$ cat src/rtl/vga_frame_fetch_if.sv
// Memory read bus and VGA FIFO write port used by the frame fetch engine.
// The engine side is the master; the memory/FIFO side is the slave.
interface vga_frame_fetch_if #(
   parameter int unsigned AW = 18,
   parameter int unsigned DW = 16
);
   logic          mem_req;
   logic [AW-1:0] mem_addr;
   logic          mem_ready;
   logic          mem_rvalid;
   logic [DW-1:0] mem_rdata;
   logic [DW-1:0] fifo_din;
   logic          fifo_write;
   logic          fifo_full;

   modport master (
      output mem_req, mem_addr, fifo_din, fifo_write,
      input  mem_ready, mem_rvalid, mem_rdata, fifo_full
   );

   modport slave (
      input  mem_req, mem_addr, fifo_din, fifo_write,
      output mem_ready, mem_rvalid, mem_rdata, fifo_full
   );
endinterface

$ cat src/rtl/vga_frame_fetch.sv
// Framebuffer read engine: walks one frame linearly with single-word reads and
// pushes pixels in order into the VGA FIFO through a credit-limited skid buffer.
module vga_frame_fetch #(
   parameter int unsigned   AW         = 18,
   parameter int unsigned   DW         = 16,
   parameter int unsigned   H_DISPLAY  = 640,
   parameter int unsigned   V_DISPLAY  = 480,
   parameter logic [AW-1:0] BASE_ADDR  = '0,
   parameter int unsigned   SKID_DEPTH = 4
) (
   input  logic              clk,
   input  logic              rst,
   input  logic              enable,
   input  logic              frame_start,
   vga_frame_fetch_if.master bus,
   output logic              busy,
   output logic              frame_done,
   output logic              frame_err
);
   localparam int unsigned NPIX = H_DISPLAY * V_DISPLAY;
   localparam int unsigned RCW  = (NPIX > 1) ? $clog2(NPIX) : 1;
   localparam int unsigned IW   = $clog2(SKID_DEPTH);
   localparam int unsigned OW   = IW + 1;
   localparam int unsigned CW   = OW + 1;

   localparam logic [RCW-1:0] LAST_REQ = RCW'(NPIX - 1);
   localparam logic [CW-1:0]  CREDITS  = CW'(SKID_DEPTH);
   localparam logic [OW-1:0]  FULL_CNT = OW'(SKID_DEPTH);

   typedef enum logic [1:0] {StIdle, StFetch, StDrain} state_e;

   state_e         state_q, state_d;
   logic [AW-1:0]  pix_addr_q, pix_addr_d;
   logic [RCW-1:0] req_cnt_q, req_cnt_d;
   logic [OW-1:0]  out_cnt_q, out_cnt_d;
   logic [IW:0]    wr_ptr_q, rd_ptr_q;
   logic [DW-1:0]  skid_q [SKID_DEPTH];
   logic           err_q;

   logic [OW-1:0]  skid_cnt;
   logic [CW-1:0]  in_flight;
   logic           accept;
   logic           rsp;
   logic           pop;

   // Outstanding reads plus buffered pixels never exceed the buffer size, so
   // every response has a slot even while the FIFO is full.
   assign skid_cnt  = wr_ptr_q - rd_ptr_q;
   assign in_flight = {1'b0, out_cnt_q} + {1'b0, skid_cnt};

   assign bus.mem_req    = (state_q == StFetch) && (in_flight < CREDITS);
   assign bus.mem_addr   = pix_addr_q;
   assign bus.fifo_write = (skid_cnt != '0) && !bus.fifo_full;
   assign bus.fifo_din   = skid_q[rd_ptr_q[IW-1:0]];

   assign accept = bus.mem_req && bus.mem_ready;
   assign rsp    = bus.mem_rvalid && (out_cnt_q != '0);
   assign pop    = bus.fifo_write;

   assign busy      = (state_q != StIdle);
   assign frame_err = err_q;

   always_comb begin
      state_d    = state_q;
      pix_addr_d = pix_addr_q;
      req_cnt_d  = req_cnt_q;
      frame_done = 1'b0;
      unique case (state_q)
         StIdle: begin
            if (frame_start && enable) begin
               state_d    = StFetch;
               pix_addr_d = BASE_ADDR;
               req_cnt_d  = '0;
            end
         end
         StFetch: begin
            if (accept) begin
               pix_addr_d = pix_addr_q + AW'(1);
               req_cnt_d  = req_cnt_q + RCW'(1);
               if (req_cnt_q == LAST_REQ) begin
                  state_d = StDrain;
               end
            end
         end
         StDrain: begin
            if ((out_cnt_q == '0) && (skid_cnt == '0)) begin
               state_d    = StIdle;
               frame_done = 1'b1;
            end
         end
         default: state_d = StIdle;
      endcase
   end

   always_comb begin
      out_cnt_d = out_cnt_q;
      if (accept && !rsp) begin
         out_cnt_d = out_cnt_q + OW'(1);
      end else if (rsp && !accept) begin
         out_cnt_d = out_cnt_q - OW'(1);
      end
   end

   always_ff @(posedge clk) begin
      if (rst) begin
         state_q    <= StIdle;
         pix_addr_q <= BASE_ADDR;
         req_cnt_q  <= '0;
         out_cnt_q  <= '0;
         wr_ptr_q   <= '0;
         rd_ptr_q   <= '0;
         err_q      <= 1'b0;
         for (int unsigned i = 0; i < SKID_DEPTH; i++) begin
            skid_q[i] <= '0;
         end
      end else begin
         state_q    <= state_d;
         pix_addr_q <= pix_addr_d;
         req_cnt_q  <= req_cnt_d;
         out_cnt_q  <= out_cnt_d;
         wr_ptr_q   <= wr_ptr_q + {{IW{1'b0}}, rsp};
         rd_ptr_q   <= rd_ptr_q + {{IW{1'b0}}, pop};
         if (rsp) begin
            skid_q[wr_ptr_q[IW-1:0]] <= bus.mem_rdata;
         end
         if (frame_start && (state_q != StIdle)) begin
            err_q <= 1'b1;
         end
      end
   end

   a_req_hold: assert property (@(posedge clk) disable iff (rst)
      (bus.mem_req && !bus.mem_ready) |=> (bus.mem_req && $stable(bus.mem_addr)));

   a_no_overflow: assert property (@(posedge clk) disable iff (rst)
      (rsp && !pop) |-> (skid_cnt != FULL_CNT));
endmodule

$ cat src/flat_wrapper.sv
// flat-port wrapper written by rule: the top's interface ports become plain ports
module vga_frame_fetch_flat 
#(
   parameter int unsigned   AW         = 18,
   parameter int unsigned   DW         = 16,
   parameter int unsigned   H_DISPLAY  = 640,
   parameter int unsigned   V_DISPLAY  = 480,
   parameter logic [AW-1:0] BASE_ADDR  = '0,
   parameter int unsigned   SKID_DEPTH = 4
)
  (clk, rst, enable, frame_start, busy, frame_done, frame_err, bus_mem_req, bus_mem_addr, bus_fifo_din, bus_fifo_write, bus_mem_ready, bus_mem_rvalid, bus_mem_rdata, bus_fifo_full);
  vga_frame_fetch_if #(.AW(AW), .DW(DW)) bus_i ();
  input  logic clk;
  input  logic rst;
  input  logic enable;
  input  logic frame_start;
  output logic busy;
  output logic frame_done;
  output logic frame_err;
  output wire logic [$bits(bus_i.mem_req)-1:0] bus_mem_req;
  output wire logic [$bits(bus_i.mem_addr)-1:0] bus_mem_addr;
  output wire logic [$bits(bus_i.fifo_din)-1:0] bus_fifo_din;
  output wire logic [$bits(bus_i.fifo_write)-1:0] bus_fifo_write;
  input wire logic [$bits(bus_i.mem_ready)-1:0] bus_mem_ready;
  input wire logic [$bits(bus_i.mem_rvalid)-1:0] bus_mem_rvalid;
  input wire logic [$bits(bus_i.mem_rdata)-1:0] bus_mem_rdata;
  input wire logic [$bits(bus_i.fifo_full)-1:0] bus_fifo_full;
  assign bus_mem_req = bus_i.mem_req;
  assign bus_mem_addr = bus_i.mem_addr;
  assign bus_fifo_din = bus_i.fifo_din;
  assign bus_fifo_write = bus_i.fifo_write;
  assign bus_i.mem_ready = bus_mem_ready;
  assign bus_i.mem_rvalid = bus_mem_rvalid;
  assign bus_i.mem_rdata = bus_mem_rdata;
  assign bus_i.fifo_full = bus_fifo_full;
  vga_frame_fetch #(.AW(AW), .DW(DW), .H_DISPLAY(H_DISPLAY), .V_DISPLAY(V_DISPLAY), .BASE_ADDR(BASE_ADDR), .SKID_DEPTH(SKID_DEPTH)) u_core (.clk(clk), .rst(rst), .enable(enable), .frame_start(frame_start), .bus(bus_i), .busy(busy), .frame_done(frame_done), .frame_err(frame_err));
endmodule
$ cat config.mk
export PLATFORM = sky130hd
export DESIGN_NAME = vga_frame_fetch_flat
export DESIGN_NICKNAME = d
export VERILOG_FILES = /design/src/rtl/vga_frame_fetch_if.sv /design/src/rtl/vga_frame_fetch.sv /design/src/flat_wrapper.sv
export SDC_FILE = /design/constraint.sdc
export NUM_CORES = 1
export LEC_CHECK = 0
export BUFFER_PORTS_ARGS = -buffer_cell sky130_fd_sc_hd__buf_4
export CAP_MARGIN = 30
export CORE_AREA = 5 5 81 139
export CTS_BUF_LIST = sky130_fd_sc_hd__clkbuf_4
export CTS_CLUSTER_DIAMETER = 150
export DETAILED_ROUTE_END_ITERATION = 16
export DIE_AREA = 0 0 86 144
export PLACE_DENSITY = 0.84
export SLEW_MARGIN = 5
export SYNTH_ARGS = -nofsm -noshare
export SYNTH_HDL_FRONTEND = slang
export SYNTH_SLANG_ARGS = --single-unit
export TNS_END_PERCENT = 1
$ cat constraint.sdc
create_clock -name clk -period 4.3 [get_ports clk]
set_input_delay 0 -clock clk [delete_from_list [all_inputs] [get_ports clk]]
set_output_delay 0 -clock clk [all_outputs]
set_load 0.1 [all_outputs]
==> results of run 1 <==
[flip-flops by register name, indices dropped and copies added (netlist names)]
signal               cells
u_core.out_cnt_q         3
u_core.frame_err         1
u_core.state_q           2
u_core.bus.mem_addr     18
u_core.wr_ptr_q          3
u_core.skid_q           64
u_core.rd_ptr_q          3
u_core.req_cnt_q        19
[routing by layer]
layer / global-route usage (%) / up-vias
li1: - / 1856
met1: 21.9 / 1920
met2: 37.1 / 140
met3: 5.13 / 20
met4: 8.42 / 0
met5: 0 / -
[cells by family after synthesis]
| group | share of synthesized area, % |
|---|---|
| mux | 7.56 |
| fa+ha+maj | 3.12 |
| buf+inv | 2.81 |
| xor+xnor | 1.25 |
| flops | 54.8 |
| simple gates | 21.8 |
| compound gates | 8.60 |
[power groups by stage]
stage	combinational (uW)	clock, uW	sequential [uW]
2_1_floorplan	986	0	1330
3_3_place_gp	1230	0	1320
3_5_place_dp	1270	0	1330
4_1_cts	1290	877	1310
5_1_grt	1360	930	1320
6_report	1280	865	1310
[stage by stage]
step,std cells,total power [uW],util (%),hold slack (ns)
finish,670,3450,63.5,0.0654
global route,670,3600,63.5,0.0787
CTS,668,3470,63.3,0.0343
detailed placement,616,2600,58.3,0.255
global placement,613,2550,57.8,0.245
floorplan,443,2310,-,0.141
[area by class of cell]
class	count	area, sq um
diodes	1	2.50
clock buffers	19	143
clock inverters	13	168
fillers	733	3690
inverters	11	41.3
multi-input cells	296	2250
flip-flops and latches	113	2900
well taps	127	159
repair buffers	90	757
[worst paths after layout]
kind | start | cells after the start | endpoint | slack [ns]
worst max register to register | u_core.wr_ptr_q[0] | 15 | u_core.out_cnt_q[2] | 0.61
worst min-delay path | bus_fifo_full | 4 | u_core.rd_ptr_q[0] | 0.07
worst max-delay path | u_core.wr_ptr_q[0] | 15 | u_core.out_cnt_q[2] | 0.61
worst min register to register | u_core.req_cnt_q[9] | 2 | u_core.req_cnt_q[9] | 0.49
[synth_stat cells (all sizes together) (3+ instances only)]
cell / count / area [sq um]
a21oi: 35 / 175
and2: 65 / 407
and4: 7 / 61.3
buf: 9 / 53.8
clkbuf: 14 / 53.8
dfxtp: 49 / 981
edfxtp: 64 / 1920
ha: 10 / 125
inv: 11 / 41.3
mux2i: 4 / 40.0
mux4: 16 / 360
nand2: 17 / 63.8
nand3: 16 / 80.1
nand4: 9 / 56.3
nor2: 12 / 45.0
nor2b: 4 / 25.0
nor3: 5 / 36.3
nor4: 4 / 37.5
o21a: 3 / 22.5
o21ai: 9 / 45.0
o31ai: 21 / 158
or3: 10 / 62.6
or4: 21 / 158
xor2: 3 / 26.3
[worst max-delay path: cells and delay by family, from the launching register on]
kind	cells	cell delay (ns)
AOI/OAI and AO/OA	1	0.15
xor gates and xnor gates	2	0.41
adders and majority gates	5	1.45
buffers and inverters	4	0.45
DFF	1	0.35
and+or+nand+nor	3	0.83
[timing repair]
action / 4_1_cts / 5_1_grt
setup endpoints to repair: 0 / 0
hold endpoints to repair: 80 / 0
buffers inserted: 0 / 0
hold buffers: 20 / 0
==> metrics.md, run 1 <==
| Metric | Value |
|---|---|
| Final period util | about 86% |
| HP Class | in2reg |
| DR top layer | met4 |
| Slowest stage delay, CP | ~0.38 ns |
| Worst slack at placement | 0.620 ns |
| Cell variety after synth | 47 |
| Clock Skews | 0.0148 ns |
| Net Count, Synth | between 400 and 500 |
| Final setup fails | 0 |
| Slew HR | between 50% and 60% |
| Final #Nets | between 500 and 600 |
| CP max FO | 7 |
| Max Cap Violations | 0 |
| Drt total wl | 11.8 mm |
| Seq pwr share | between 30% and 40% |
| Post-Syn Area | ~0.0053 sq mm |
| Post-route cell area | 0.00642 sq mm |
| Total GRT Usage | roughly a fifth |
| Crit path cell chain | inv_1 > ha_1 > inv_1 > fa_1 > xnor3_1 > ha_1 > nor3_4 > nand3_1 > inv_1 > ha_1 > inv_1 > fa_1 > xor2_1 > or3_1 > a21oi_1 |
| Critical Path Slowest Stage Cell | fa_1 |
| Bufs on Longest Clock Path | 2 |
| Clock Power Share | 25.1% |
| Routability cong. | about 0.75 |
| Synthesized area per cell | between 10 and 15 sq um |
| DRC Markers | 0 |
| Crit path DAT | between 4 and 5 ns |
| # resized after CTS | 0 |
| Worst-Skew Late Latency | 0.51 ns |
| Required @ worst endpoint | about 4.7 ns |
| TritonCTS clock tree | yes |
| Initial antenna violation count | 1 |
| Largest net degree at the start of global routing | 31 |
| Vias in the first global route | roughly 4000 |
| First-pass GRT wire length | ~20 mm |
| Cell Pwr Density | roughly 540 mW/mm^2 |
| CP endpoint kind | register |
| CP Class | reg2reg |
| CP most frequent cell | inv_1 |
| Measured slew at the worst slew-check pin | 0.695 ns |
| Mapped Cells | 443 |
| M1 WL | ~4.3 mm |
| Layout area overhead | 21.3% |
| Placed cell areas | approximately 0.0059 sq mm |
| Clock sinks | approximately 110 |
| Grt ovf | 0 |
| Clk slew on worst S/H paths | 0.10 ns |
| Die width | approximately 86 um |
| Row cnt | between 40 and 50 |
| Net switching power | 1350 uW |
| Final WS setup | ~0.6 ns |
| Iteration-0 DRC Markers | 378 |
| H-tree lvl count | 4 |
| Post-DP HPWL | approximately 8 mm |
| Ys Warns | 0 |
| Met2 wire len | approximately 6.6 mm |
| Io pins | 62 |
| WL/cell | 17.7 um |
| Switching share of power | 39.2% |
| Chip Height | about 140 um |
| Maximum vdd ir drop | 0.521 mV |
| Crit path launch type | register |
| Final TNS setup | 0 ns |
| Ys flop type | edfxtp_1 |
| P_leak | approximately 0.0024 uW |
| Number of synthesized register bits | 113 |
| DR pass1 iterations | 5 |
| Routed Antenna Nets | 0 |
| Logic gate share of total power | 37.1% |
| Sequential share of the synthesized area | a little over half |
| RSZ-0062 raised after global routing | false |
| Clock root buffer | clkbuf_4 |
| Port buffer count | 61 |
| Fmax | about 270 MHz |
| Synth async-reset ratio | 0% |
| Slew Viols, Final | 0 |
| Status | complete, no violations |
| Commonest cells after routing, fill and taps aside | buf_4 (67), and2_1 (65), edfxtp_1 (64) |
| Layout cell share with drive strength beyond 1 | between 20% and 30% |
| Min cycle time layout | roughly 3.7 ns |
| WL met3 | approximately 700 um |
| Die ar. | about 0.012 sq mm |
| Int Pwr | roughly 2100 uW |
| Post-synth EDFFs | 64 |
| Most common cell after layout, fill and taps aside | buf_4 |
| Core ar. | 0.0101 sq mm |
| Initial Util | 52.3% |
| Vias | approximately 4000 |
| Total CTS buffers | 17 |
| Vias per cell | about 6 |
| Fin. Hold Viols | 0 |
Note: power is estimated with default switching activity, not from simulation.
==> run 2: changes to the inputs <==
--- a/config.mk
+++ b/config.mk
@@ -5,7 +5,7 @@
 export SDC_FILE = /design/constraint.sdc
 export NUM_CORES = 1
 export LEC_CHECK = 0
-export BUFFER_PORTS_ARGS = -buffer_cell sky130_fd_sc_hd__buf_4
+export BUFFER_PORTS_ARGS = -buffer_cell sky130_fd_sc_hd__buf_2
 export CAP_MARGIN = 30
 export CORE_AREA = 5 5 81 139
 export CTS_BUF_LIST = sky130_fd_sc_hd__clkbuf_4
@@ -13,6 +13,7 @@
 export DETAILED_ROUTE_END_ITERATION = 16
 export DIE_AREA = 0 0 86 144
 export PLACE_DENSITY = 0.84
+export SETUP_SLACK_MARGIN = 0.2
 export SLEW_MARGIN = 5
 export SYNTH_ARGS = -nofsm -noshare
 export SYNTH_HDL_FRONTEND = slang
==> run 2 against run 1 <==
Core utilization shrank 2.5 points. Total power decreased by 8.1%. Maximum frequency fell by 1.4%. Via count is 0.48% lower. Final area down 3.9%. Clock power decreased by 27%. Global-route usage down 0.20 points. Flip-flop and latch count stayed put. Sequential power about the same. Die area unchanged.
==> metrics.md, run 2 (synthesized netlist as in run 1, its figures left out) <==
| Metric | Value |
|---|---|
| CP max FO | 7 (unchanged) |
| First-pass GRT wire length | 19.2 mm (-1.9%) |
| FF-to-FF path depth | 15 (unchanged) |
| HP Class | in2reg |
| Vias per cell | 5.85 (-0.48%) |
| Io pins | 62 (unchanged) |
| Core ar. | 0.0101 sq mm (unchanged) |
| Iteration-0 DRC Markers | 199 (-47%) |
| Chip Height | 144 um (unchanged) |
| Clock sinks | 113 (unchanged) |
| Max reg flops | 64 (unchanged) |
| Worst R2R Setup Slack | 0.56 ns (-0.05 ns) |
| Hold Path Depth | 4 (unchanged) |
| Clock Skews | 0.0191 ns (+0.00429 ns) |
| Crit path DAT | 4.18 ns (+0.06 ns) |
| Layout cell share with drive strength beyond 1 | 23.1% (-0.18 points) |
| CP endpoint kind | register |
| Largest net degree at the start of global routing | 48 (+55%) |
| Hold Path Sink | u_core.rd_ptr_q[0] |
| Post-DP HPWL | 8.11 mm (+1.2%) |
| RSZ-0062 raised after global routing | false |
| Final #Nets | 564 (unchanged) |
| P_leak | 0.00227 uW (-3.4%) |
| Required @ worst endpoint | 4.74 ns (about the same) |
| Cell Pwr Density | 514 mW/mm^2 (-4.4%) |
| Status | complete, no violations |
| Layout area overhead | 16.5% |
| Fin. Hold Viols | 0 (unchanged) |
| Min cycle time layout | 3.74 ns (+0.0507 ns) |
| Most common cell after layout, fill and taps aside | and2_1 |
| Vias in the first global route | 4051 (-0.69%) |
| # resized after CTS | 0 (unchanged) |
| Drt total wl | 11.9 mm (+0.61%) |
| Maximum vdd ir drop | 0.787 mV (+51%) |
| Die ar. | 0.0124 sq mm (unchanged) |
| Commonest cells after routing, fill and taps aside | and2_1 (65), edfxtp_1 (64), buf_2 (61) |
| Clock root buffer | clkbuf_4 |
| Row cnt | 49 (unchanged) |
| Routed Antenna Nets | 0 (unchanged) |
| Bufs on Longest Clock Path | 2 (unchanged) |
| Final period util | 87.0% (+1.2 points) |
| Clk slew on worst S/H paths | 0.10 ns (about the same) |
| Total CTS buffers | 17 (unchanged) |
| Final setup fails | 0 (unchanged) |
| Routability cong. | 0.782 (+4.2%) |
| RR Endpoint | u_core.out_cnt_q[2] |
| Postcts setup bufs | 0 (unchanged) |
| Final TNS setup | 0 ns (unchanged) |
| Die width | 86 um (unchanged) |
| Slew HR | 34.9% (-19 points) |
| H-tree lvl count | 4 (unchanged) |
| Max Cap Violations | 0 (unchanged) |
| Total GRT Usage | 20.1% (-0.20 points) |
| Crit path launch type | register |
| Initial Util | 52.3% (unchanged) |
| Largest Register | u_core.skid_q |
| WL/cell | 17.8 um (+0.61%) |
| CP Class | reg2reg |
| Worst-Skew Late Latency | 0.51 ns (about the same) |
| Slew Viols, Final | 0 (unchanged) |
| Port buffer count | 61 (unchanged) |
| Fmax | 267 MHz (-1.4%) |
| Min-delay src | bus_fifo_full |
| DRC Markers | 0 (unchanged) |
| TritonCTS clock tree | yes |
| Vias | 3917 (-0.48%) |
| DR pass1 iterations | 4 (-1) |
| Power, Total | 3170 uW (-8.1%) |
| Measured slew at the worst slew-check pin | 0.971 ns (+0.276 ns) |
| Initial antenna violation count | 1 (unchanged) |
| Grt ovf | 0 (unchanged) |
| Reg-to-Reg Start | u_core.wr_ptr_q[0] |
-- run 2: how the worst max path moves through the flow --
stage	depth (start not counted)	to	start
2_1_floorplan	7	frame_done	u_core.rd_ptr_q[1]
3_3_place_gp	15	u_core.out_cnt_q[2]	u_core.wr_ptr_q[0]
3_5_place_dp	15	u_core.out_cnt_q[2]	u_core.wr_ptr_q[0]
4_1_cts	15	u_core.out_cnt_q[2]	u_core.wr_ptr_q[0]
5_1_grt	15	u_core.out_cnt_q[2]	u_core.wr_ptr_q[0]
6_report	15	u_core.out_cnt_q[2]	u_core.wr_ptr_q[0]
-- run 2: final cells by class --
cell class / count / area [sq um]
multi-input combinational: 296 / 2250
fill: 799 / 3950
sequential: 113 / 2900
tap: 127 / 159
timing repair buffer: 90 / 596
antenna: 1 / 2.50
clock inverter: 12 / 70.1
clock buffer: 20 / 150
inverter: 11 / 41.3
-- run 2: metrics by stage --
stage / utilization, % / setup slack, ns / hold slack (ns) / std cells / cell area [sq um]
6_report: 61.0 / 0.559 / 0.0630 / 670 / 6170
2_1_floorplan: - / 0.364 / 0.141 / 443 / 5300
5_1_grt: 61.0 / 0.264 / 0.0545 / 670 / 6170
3_3_place_gp: 56.3 / 0.829 / 0.250 / 613 / 5690
4_1_cts: 61.0 / 0.538 / 0.0305 / 669 / 6170
3_5_place_dp: 56.7 / 0.568 / 0.265 / 616 / 5740
-- run 2: layer usage --
| layer | vias up | share of wire, % | GRT usage (%) |
|---|---|---|---|
| met3 | 25 | 4.4 | 5.07 |
| met1 | 1942 | 37 | 20.8 |
| met4 | 0 | 2.7 | 9.51 |
| met5 | - | 0 | 0 |
| met2 | 95 | 55 | 37.1 |
| li1 | 1855 | - | - |
-- run 2: report_power, final --
| group | internal [uW] | leakage, uW | switching, uW |
|---|---|---|---|
| sequential | 1250 | 0.00106 | 54.1 |
| clock | 237 | 0.000115 | 396 |
| combinational | 332 | 0.00110 | 899 |
| total | 1820 | 0.00227 | 1350 |
-- run 2: critical path, cell delays in order (launching register included) --
cell     delay [ns]
dfxtp_1        0.35
inv_1          0.12
ha_1           0.17
inv_1          0.05
fa_1           0.37
xnor3_1        0.23
ha_1           0.32
nor3_4         0.29
nand3_1        0.26
inv_1          0.21
ha_1           0.22
inv_1          0.07
fa_1           0.38
xor2_1         0.17
or3_1          0.32
a21oi_1        0.15
-- run 2: timing repair --
item	4_1_cts	5_1_grt
endpoints found under the hold margin	80	0
setup endpoints to repair	0	0
hold buffers	21	0
